<file path="src/rtl/hog_axil_pkg.sv">
// hog_axil_pkg: shared register map, response codes, FSM state types and
// helpers for the HOG accelerator AXI4-Lite control slave.
package hog_axil_pkg;

  // Word indices (byte address bits [4:2])
  localparam logic [2:0] REG_CTRL    = 3'd0;
  localparam logic [2:0] REG_STATUS  = 3'd1;
  localparam logic [2:0] REG_CFG0    = 3'd2;
  localparam logic [2:0] REG_CFG1    = 3'd3;
  localparam logic [2:0] REG_CFG2    = 3'd4;
  localparam logic [2:0] REG_CFG3    = 3'd5;
  localparam logic [2:0] REG_IRQ_EN  = 3'd6;
  localparam logic [2:0] REG_VERSION = 3'd7;

  localparam logic [1:0] RESP_OKAY   = 2'b00;
  localparam logic [1:0] RESP_SLVERR = 2'b10;

  localparam logic [31:0] HOG_VERSION = 32'h0001_0000;

  localparam int STATUS_READY_BIT = 0;
  localparam int STATUS_DONE_BIT  = 1;

  typedef enum logic {W_IDLE = 1'b0, W_RESP = 1'b1} wr_state_t;
  typedef enum logic {R_IDLE = 1'b0, R_DATA = 1'b1} rd_state_t;

  // Byte-lane merge of a new write word into the stored word.
  function automatic logic [31:0] strb_merge(input logic [31:0] old_word,
                                             input logic [31:0] new_word,
                                             input logic [3:0]  strb);
    logic [31:0] res;
    for (int b = 0; b < 4; b++) begin
      res[8*b +: 8] = strb[b] ? new_word[8*b +: 8] : old_word[8*b +: 8];
    end
    return res;
  endfunction

endpackage

</file>
<file path="src/rtl/hog_axil_reg_bank.sv">
// hog_axil_reg_bank: register decode, byte-enable merge, storage and read mux.
// Optional feature macro: HOG_AXIL_IRQ_EN (implements IRQ_EN and irq_o).
module hog_axil_reg_bank
  import hog_axil_pkg::*;
(
  input  logic        clk,
  input  logic        rst,
  input  logic        we,
  input  logic [2:0]  waddr,
  input  logic [31:0] wdata,
  input  logic [3:0]  wstrb,
  input  logic [2:0]  raddr,
  output logic [31:0] rdata,
  output logic        wr_err,
  input  logic        ready_i,
  input  logic        done_i,
  output logic        start_o,
  output logic [31:0] cfg0_o,
  output logic [31:0] cfg1_o,
  output logic [31:0] cfg2_o,
  output logic [31:0] cfg3_o,
  output logic        irq_o
);

  logic irq_en_r;
  logic done_r;
  logic done_w1c;

  assign wr_err   = (waddr == REG_VERSION);
  assign done_w1c = we && (waddr == REG_STATUS) && wstrb[0] && wdata[STATUS_DONE_BIT];

  // Register storage, start pulse, sticky DONE and interrupt generation
  always_ff @(posedge clk or posedge rst) begin
    if (rst) begin
      cfg0_o   <= 32'h0;
      cfg1_o   <= 32'h0;
      cfg2_o   <= 32'h0;
      cfg3_o   <= 32'h0;
      irq_en_r <= 1'b0;
      done_r   <= 1'b0;
      start_o  <= 1'b0;
      irq_o    <= 1'b0;
    end else begin
      start_o <= we && (waddr == REG_CTRL) && wstrb[0] && wdata[0];
      if (we) begin
        case (waddr)
          REG_CFG0: cfg0_o <= strb_merge(cfg0_o, wdata, wstrb);
          REG_CFG1: cfg1_o <= strb_merge(cfg1_o, wdata, wstrb);
          REG_CFG2: cfg2_o <= strb_merge(cfg2_o, wdata, wstrb);
          REG_CFG3: cfg3_o <= strb_merge(cfg3_o, wdata, wstrb);
          default: ;
        endcase
      end
      // A completion on the same edge as the clear must not be lost
      if (done_i) begin
        done_r <= 1'b1;
      end else if (done_w1c) begin
        done_r <= 1'b0;
      end
`ifdef HOG_AXIL_IRQ_EN
      if (we && (waddr == REG_IRQ_EN) && wstrb[0]) begin
        irq_en_r <= wdata[0];
      end
      irq_o <= done_r & irq_en_r;
`else
      irq_en_r <= 1'b0;
      irq_o    <= 1'b0;
`endif
    end
  end

  // Read mux; STATUS.ready is the live core signal
  always_comb begin
    rdata = 32'h0;
    case (raddr)
      REG_STATUS: begin
        rdata[STATUS_READY_BIT] = ready_i;
        rdata[STATUS_DONE_BIT]  = done_r;
      end
      REG_CFG0:    rdata = cfg0_o;
      REG_CFG1:    rdata = cfg1_o;
      REG_CFG2:    rdata = cfg2_o;
      REG_CFG3:    rdata = cfg3_o;
      REG_IRQ_EN:  rdata = {31'h0, irq_en_r};
      REG_VERSION: rdata = HOG_VERSION;
      default:     rdata = 32'h0;
    endcase
  end

endmodule

</file>
<file path="src/rtl/hog_axil_slave.sv">
// hog_axil_slave: AXI4-Lite GP slave for the HOG accelerator control bus.
// Holds the write/read handshake FSMs; registers live in hog_axil_reg_bank.
// Optional feature macro: HOG_AXIL_IRQ_EN.
module hog_axil_slave
  import hog_axil_pkg::*;
#(
  parameter int C_S_AXI_GP_DATA_WIDTH = 32,
  parameter int C_S_AXI_GP_ADDR_WIDTH = 5
) (
  input  logic                             clk,
  input  logic                             rst,
  input  logic [C_S_AXI_GP_ADDR_WIDTH-1:0] s_axi_awaddr,
  input  logic [2:0]                       s_axi_awprot,
  input  logic                             s_axi_awvalid,
  output logic                             s_axi_awready,
  input  logic [C_S_AXI_GP_DATA_WIDTH-1:0] s_axi_wdata,
  input  logic [3:0]                       s_axi_wstrb,
  input  logic                             s_axi_wvalid,
  output logic                             s_axi_wready,
  output logic [1:0]                       s_axi_bresp,
  output logic                             s_axi_bvalid,
  input  logic                             s_axi_bready,
  input  logic [C_S_AXI_GP_ADDR_WIDTH-1:0] s_axi_araddr,
  input  logic [2:0]                       s_axi_arprot,
  input  logic                             s_axi_arvalid,
  output logic                             s_axi_arready,
  output logic [C_S_AXI_GP_DATA_WIDTH-1:0] s_axi_rdata,
  output logic [1:0]                       s_axi_rresp,
  output logic                             s_axi_rvalid,
  input  logic                             s_axi_rready,
  output logic                             start_o,
  output logic [31:0]                      cfg0_o,
  output logic [31:0]                      cfg1_o,
  output logic [31:0]                      cfg2_o,
  output logic [31:0]                      cfg3_o,
  input  logic                             ready_i,
  input  logic                             done_i,
  output logic                             irq_o
);

  wr_state_t   w_state;
  rd_state_t   r_state;
  logic        aw_held, w_held;
  logic [2:0]  aw_addr_r;
  logic [31:0] wdata_r;
  logic [3:0]  wstrb_r;
  logic        aw_hs, w_hs, ar_hs, aw_have, w_have, commit;
  logic [2:0]  wr_addr;
  logic [31:0] wr_data;
  logic [3:0]  wr_strb;
  logic [31:0] bank_rdata;
  logic        wr_err;
  logic        unused_ok;

  assign unused_ok   = ^{s_axi_awprot, s_axi_arprot, s_axi_awaddr[1:0], s_axi_araddr[1:0]};
  assign s_axi_rresp = RESP_OKAY;

  // Handshake detection and selection of held vs. live write payload
  always_comb begin
    aw_hs   = s_axi_awvalid && s_axi_awready;
    w_hs    = s_axi_wvalid && s_axi_wready;
    ar_hs   = s_axi_arvalid && s_axi_arready;
    aw_have = aw_held || aw_hs;
    w_have  = w_held || w_hs;
    commit  = (w_state == W_IDLE) && aw_have && w_have;
    wr_addr = aw_held ? aw_addr_r : s_axi_awaddr[4:2];
    wr_data = w_held ? wdata_r : s_axi_wdata;
    wr_strb = w_held ? wstrb_r : s_axi_wstrb;
  end

  hog_axil_reg_bank u_reg_bank (
    .clk     (clk),
    .rst     (rst),
    .we      (commit),
    .waddr   (wr_addr),
    .wdata   (wr_data),
    .wstrb   (wr_strb),
    .raddr   (s_axi_araddr[4:2]),
    .rdata   (bank_rdata),
    .wr_err  (wr_err),
    .ready_i (ready_i),
    .done_i  (done_i),
    .start_o (start_o),
    .cfg0_o  (cfg0_o),
    .cfg1_o  (cfg1_o),
    .cfg2_o  (cfg2_o),
    .cfg3_o  (cfg3_o),
    .irq_o   (irq_o)
  );

  // Write FSM: collect AW and W in any order, commit, then hold B until accepted
  always_ff @(posedge clk or posedge rst) begin
    if (rst) begin
      w_state       <= W_IDLE;
      s_axi_awready <= 1'b0;
      s_axi_wready  <= 1'b0;
      s_axi_bvalid  <= 1'b0;
      s_axi_bresp   <= RESP_OKAY;
      aw_held       <= 1'b0;
      w_held        <= 1'b0;
      aw_addr_r     <= 3'd0;
      wdata_r       <= 32'h0;
      wstrb_r       <= 4'h0;
    end else begin
      case (w_state)
        W_IDLE: begin
          if (commit) begin
            aw_held       <= 1'b0;
            w_held        <= 1'b0;
            s_axi_awready <= 1'b0;
            s_axi_wready  <= 1'b0;
            s_axi_bvalid  <= 1'b1;
            s_axi_bresp   <= wr_err ? RESP_SLVERR : RESP_OKAY;
            w_state       <= W_RESP;
          end else begin
            if (aw_hs) begin
              aw_held   <= 1'b1;
              aw_addr_r <= s_axi_awaddr[4:2];
            end
            if (w_hs) begin
              w_held  <= 1'b1;
              wdata_r <= s_axi_wdata;
              wstrb_r <= s_axi_wstrb;
            end
            s_axi_awready <= !aw_have;
            s_axi_wready  <= !w_have;
          end
        end
        W_RESP: begin
          if (s_axi_bready) begin
            s_axi_bvalid  <= 1'b0;
            s_axi_awready <= 1'b1;
            s_axi_wready  <= 1'b1;
            w_state       <= W_IDLE;
          end
        end
        default: w_state <= W_IDLE;
      endcase
    end
  end

  // Read FSM: register the read data on AR handshake, hold until accepted
  always_ff @(posedge clk or posedge rst) begin
    if (rst) begin
      r_state       <= R_IDLE;
      s_axi_arready <= 1'b0;
      s_axi_rvalid  <= 1'b0;
      s_axi_rdata   <= 32'h0;
    end else begin
      case (r_state)
        R_IDLE: begin
          if (ar_hs) begin
            s_axi_rdata   <= bank_rdata;
            s_axi_rvalid  <= 1'b1;
            s_axi_arready <= 1'b0;
            r_state       <= R_DATA;
          end else begin
            s_axi_arready <= 1'b1;
          end
        end
        R_DATA: begin
          if (s_axi_rready) begin
            s_axi_rvalid  <= 1'b0;
            s_axi_arready <= 1'b1;
            r_state       <= R_IDLE;
          end
        end
        default: r_state <= R_IDLE;
      endcase
    end
  end

endmodule

</file>
<file path="config.mk">
export PLATFORM = sky130hd
export DESIGN_NAME = hog_axil_slave
export DESIGN_NICKNAME = d
export VERILOG_FILES = /design/src/rtl/hog_axil_pkg.sv /design/src/rtl/hog_axil_reg_bank.sv /design/src/rtl/hog_axil_slave.sv
export SDC_FILE = /design/constraint.sdc
export NUM_CORES = 1
export LEC_CHECK = 0
export BUFFER_PORTS_ARGS = -buffer_cell sky130_fd_sc_hd__buf_2
export CORE_UTILIZATION = 54
export DETAILED_ROUTE_END_ITERATION = 7
export GPL_TIMING_DRIVEN = 0
export PLACE_DENSITY = 0.88
export SLEW_MARGIN = 5
export SYNTH_ARGS = -nofsm -noshare
export SYNTH_HDL_FRONTEND = slang
export SYNTH_SLANG_ARGS = --single-unit
</file>
<file path="constraint.sdc">
create_clock -name clk -period 9.4 [get_ports clk]
set_input_delay 1.88 -clock clk [delete_from_list [all_inputs] [get_ports clk]]
set_output_delay 1.88 -clock clk [all_outputs]
set_load 0.005 [all_outputs]
</file>
### Word level (Yosys, flattened, before mapping)

Cells that the tools add are included.
W data, S select, Z words.

* equality and inequality tests: 16
* muxes and demuxes: 32
* bitwise gates (word level): 3
* reductions and logical operators: 43

Operator list (number)
* $pmux W30 S5: 1
* $reduce_and A3 Y1: 18
* $mux W32: 1
* $mux W1: 19
* $eq A3 B3 Y1 const B: 6
* $pmux W1 S2: 7
* $eq A3 B2 Y1 const B: 4
* $reduce_and A2 Y1: 6
* $logic_and A1 B1 Y1: 11
* $pmux W2 S5: 1
* $eq A3 B1 Y1 const B: 2
* $ne A2 B2 Y1 const B: 3
* $reduce_bool A2 Y1: 3
* $mux W4: 1
* $logic_not A3 Y1: 1
* $mux W3: 1
* $not A1 Y1: 3
* $logic_not A1 Y1: 2
* $logic_or A1 B1 Y1: 2
* $mux W2: 1
* $ne A2 B1 Y1 const B: 1

* bits in registers: 212
* input port bits: 61
* output and inout port bits: 171
* logic and storage cells: 126

### Depth between registers and ports, before layout

* depth in word-level cells: 9
* depth in mapped cells: 7
* mapped depth without buffers: 4

### Modules after synthesis

From an unflattened synthesis, not the netlist that was laid out.

* cell total of the unflattened synthesis: 650
* area, all modules: 9536.6 um^2

By module, submodules not included
* hog_axil_reg_bank: times used 1, cells an instance 419, area each 5858.1 um^2, sequential area each 3253.1 um^2
* hog_axil_slave: times used 1, cells an instance 231, area each 3678.5 um^2, sequential area each 2026.9 um^2

### Worst setup path after synthesis

OpenSTA, ideal clock, no wires.

* path type: input to register
* start: input port s_axi_awaddr[3]
* end: register u_reg_bank.cfg3_o[7]
* setup time: 0.125 ns
* arrival time: 3.182 ns
* required time: 9.275 ns
* setup slack: 6.093 ns
* cell stages on the path: 4
* path buffers: 0
* cell sequence: or3b_4 > a211oi_4 > nand2_4 > mux2_4

* cells in the longest elaborated chain, start to end: 3

Ends and longest elaborated chain
* start: declaration: RTL line hog_axil_slave.sv:12 `input logic [C_S_AXI_GP_ADDR_WIDTH-1:0] s_axi_awaddr,`
* $mux W3: RTL line hog_axil_slave.sv:66 `wr_addr = aw_held ? aw_addr_r : s_axi_awaddr[4:2];`
* $eq A3 B3 Y1: RTL line hog_axil_reg_bank.sv:46 `case (waddr)`
* $reduce_and A3 Y1 (no source line)
* end signal: assignment: RTL line hog_axil_reg_bank.sv:50 `REG_CFG3: cfg3_o <= strb_merge(cfg3_o, wdata, wstrb);`
* end: declaration: RTL line hog_axil_reg_bank.sv:21 `output logic [31:0] cfg3_o,`

Every way passes these cells.
A chain may end at the register's enable or synchronous reset.

### Worst setup path after layout

* start: input port s_axi_araddr[3]
* end: register s_axi_rdata[19]

* cells in the longest elaborated chain, start to end: 2
* elaborated cells between the ends (all ways): 6
* classes of those cells: eq/ne: 5; mux: 1

Ends and longest elaborated chain
* start: declaration: RTL line hog_axil_slave.sv:23 `input logic [C_S_AXI_GP_ADDR_WIDTH-1:0] s_axi_araddr,`
* $eq A3 B3 Y1 / $eq A3 B2 Y1 (equally long branches): RTL line hog_axil_reg_bank.sv:75 `case (raddr)`
* $pmux W30 S5 *: RTL line hog_axil_reg_bank.sv:75
* end signal: assignment: RTL line hog_axil_slave.sv:153 `s_axi_rdata <= bank_rdata;`
* end: declaration: RTL line hog_axil_slave.sv:27 `output logic [C_S_AXI_GP_DATA_WIDTH-1:0] s_axi_rdata,`

Every way passes the cells marked *; elsewhere a longest branch is shown, timed or not.

==> summary.json <==
{
  "drt_iter0_markers": 394,
  "max_cap_violations": 0,
  "total_of_hold_buffers_inserted_after_clock_tree_synthesis": 0,
  "fp.coreArea_mm2": 0.0168,
  "cts-resized-gates": 0,
  "synth_async_reset_ratio_pct": 100,
  "clk_root_buffer_cell": "clkbuf_16",
  "cts_tree": "yes",
  "min_period_over_period_pct": 37.9,
  "route.detailed.vias_per_inst": 5.93,
  "crit_type": "in -> reg",
  "vias": 6846,
  "wirelength_um": 25100,
  "timing.critical_path.mode_cell": "clkbuf_1",
  "synth_enable_flop_cells": 0,
  "gp_congestion": 0.832,
  "length_in_cells_of_the_worst_reg_to_reg_path": 5,
  "min_path_type": "reg -> reg",
  "floorplan.initialDensity_pct": 56.1,
  "grt_pass1_vias": 6887,
  "fill_cells": 1141,
  "timing.slew.headroom_pct": 36.9,
  "power_density_mw_per_mm2": 306,
  "growth_of_design_area_from_synthesis_to_finish_pct": 22.8,
  "timing.critical_path.slowest_stage_cell": "clkbuf_1",
  "worst_path_dominant_cell_family": "buffers and inverters",
  "worst_hold_path.endpoint": "s_axi_rdata[23]",
  "final.setup.worst_slack_ns": 5.84,
  "wire_length_per_cell_after_detailed_routing_um": 21.7,
  "synthCells": 672,
  "timing.final.setup_violations": 0,
  "maxClockFrequency_ghz": 0.281,
  "worst-slew-pin-transition_ns": 0.940,
  "mappedNetlistArea_mm2": 0.00940,
  "yosysUniqueCellTypes": 47,
  "run_status": "complete, no violations",
  "die_x_um": 134,
  "place_area_mm2": 0.0108,
  "hold_ws_ns": 0.477,
  "cts_bufs_inserted": 23,
  "report.final.hold_viol_count": 0,
  "place_ws_ns": 5.36,
  "cts_setup_buffers": 0,
  "worst_ir_drop_vdd_uv": 211,
  "final_common_cell": "buf_2",
  "setup.worst_path.end_class": "flop",
  "yosys_most_used_dff": "dfrtp_1",
  "dieHeight_um": 134,
  "gr-usage-all-layers_pct": 28.1,
  "postSynthRegisterBits": 211,
  "setup.reg_to_reg.worst_slack_ns": 6.99,
  "critical_path.max_stage_delay_ns": 0.58,
  "final_nets": 979,
  "row_count": 47,
  "path_cells": "buf_2 > nor2b_1 > clkbuf_1 > and2_0 > clkbuf_1 > clkbuf_1 > a221o_1 > a22o_1",
  "grt_antenna_before_repair": 2,
  "rsz0062_at_grt": "false",
  "clk_path_buf_depth": 3,
  "grt_max_degree": 114,
  "worst_setup_hold_path_clk_slew_ns": 0.06,
  "leakagePower_nw": 5.93,
  "dieArea_mm2": 0.0179,
  "worst_hold_startpoint": "s_axi_rdata[23]",
  "cp_data_arrival_time_ns": 3.99,
  "cts_sinks": 211,
  "worst_reg2reg_startpoint": "r_state",
  "highest_net_fanout_along_the_worst_path": 10,
  "report.final.slew_viol_count": 0,
  "crit-reg2reg-capture": "s_axi_rdata[15]",
  "place.detailed.hpwl_um": 17700,
  "final_period_minus_worst_setup_slack_ns": 3.56,
  "io_buffer_count": 217,
  "grt_pass1_wl_um": 38400,
  "final.setup_skew_ns": 0.0129,
  "source_to_sink_clock_delay_at_the_later_pin_of_the_worst_skew_pair_ns": 0.50,
  "drt_first_pass_iters": 4,
  "dp.cells": 1113,
  "critPathBufInv": 4,
  "required_ns": 9.83,
  "min_delay_path_depth": 2,
  "start_kind": "input port",
  "layout.cells.non_filler": 1155,
  "fin_setup_tns_ns": 0,
  "post-route-drc-count": 0,
  "antenna_left": 0,
  "cts_max_level": 1,
  "grt.overflow.total": 0,
  "post_synth.cell_area_avg_um2": 14.0,
  "post-route-util_pct": 68.9,
  "synth_sequential_area_ratio_pct": 56.2,
  "floorplan.io_pins": 232,
  "mostFrequentLayoutCells": "buf_2, dfrtp_1, mux2_2, a22o_1, nand2_1",
  "p_total_mw": 3.53,
  "synth-warning-count": 0,
  "layout.cell_area.non_filler_mm2": 0.0115,
  "final_layout_size_suffix_gt1_share_pct": 53.5
}
per-layer routing:
layer	wire (µm)	vias to the layer above	track usage, %	share of wire, %
met3	1740	61	5.06	6.9
met2	12300	311	46.4	49
met1	10200	3499	37.4	41
met5	0	-	0	0
met4	765	0	10.0	3.0
li1	-	2975	-	-
Yosys cell counts, types with 3 or more instances:
master / number / area, µm²
nand2_2: 4 / 25.0
buf_4: 5 / 37.5
a21oi_1: 15 / 75.1
clkbuf_1: 16 / 60.1
a22o_1: 32 / 280
o22a_1: 4 / 35.0
mux2_2: 207 / 2330
nand2_1: 27 / 101
nor3_2: 4 / 40.0
inv_1: 3 / 11.3
o21ai_0: 16 / 80.1
nor2_1: 19 / 71.3
a221o_1: 17 / 170
buf_2: 7 / 35.0
mux2i_1: 21 / 210
nor3b_1: 3 / 22.5
nand2_4: 8 / 90.1
nand3b_1: 3 / 22.5
nor3_1: 3 / 15.0
buf_1: 5 / 18.8
dfrtp_1: 211 / 5280
mux2_1: 6 / 67.6
nand2b_1: 3 / 18.8
power by group:
group,switching (mW),internal (mW)
logic,0.546,0.605
registers,0.251,1.26
clock network,0.348,0.525
total,1.15,2.39
worst reg2reg max path: cells and delay by family (launching register included):
kind            cells  cell delay [ns]
flops               1             0.37
simple gates        2             1.04
buf+inv             2             0.68
compound gates      1             0.24
layout make-up:
type	instances	area (µm²)	area share, %
Timing Repair Buffer	218	1110	9.65
Multi-Input combinational cell	427	3960	34.3
Tap cell	220	275	2.38
Buffer	34	163	1.41
Inverter	3	18.8	0.163
Antenna cell	2	5.00	0.0434
Clock inverter	5	53.8	0.466
Clock buffer	35	681	5.90
Sequential cell	211	5280	45.7
logic make-up (layout without fill, tap and decap cells):
kind of cell           Yosys count  after routing  share of synthesized area (%)
AO/OA/AOI/OAI                  102            102                           8.75
buffers and inverters           37            295                           1.85
flip-flops                     211            211                           56.2
multiplexers                   235            235                           27.9
other                            1              6                         0.0399
AND/OR/NAND/NOR                 86             86                           5.26
worst max path at each step:
stage	start	endpoint	depth (start not counted)	slack [ns]
finish	s_axi_araddr[3]	s_axi_rdata[19]	8	5.84
global route	s_axi_araddr[3]	s_axi_rdata[19]	8	5.72
CTS	s_axi_araddr[3]	s_axi_rdata[6]	8	5.86
detailed placement	s_axi_araddr[2]	s_axi_rdata[6]	6	5.36
global placement	rst	u_reg_bank.cfg1_o[6]	2	-0.39
floorplan	rst	aw_addr_r[0]	1	1.75
flip-flops by register name, indices dropped and copies added (netlist names), 3 cells and up:
name,cells
s_axi_rdata,32
u_reg_bank.cfg0_o,32
wstrb_r,4
wdata_r,32
u_reg_bank.cfg2_o,32
u_reg_bank.cfg3_o,32
aw_addr_r,3
u_reg_bank.cfg1_o,32
(Power assumes the default switching activity.)
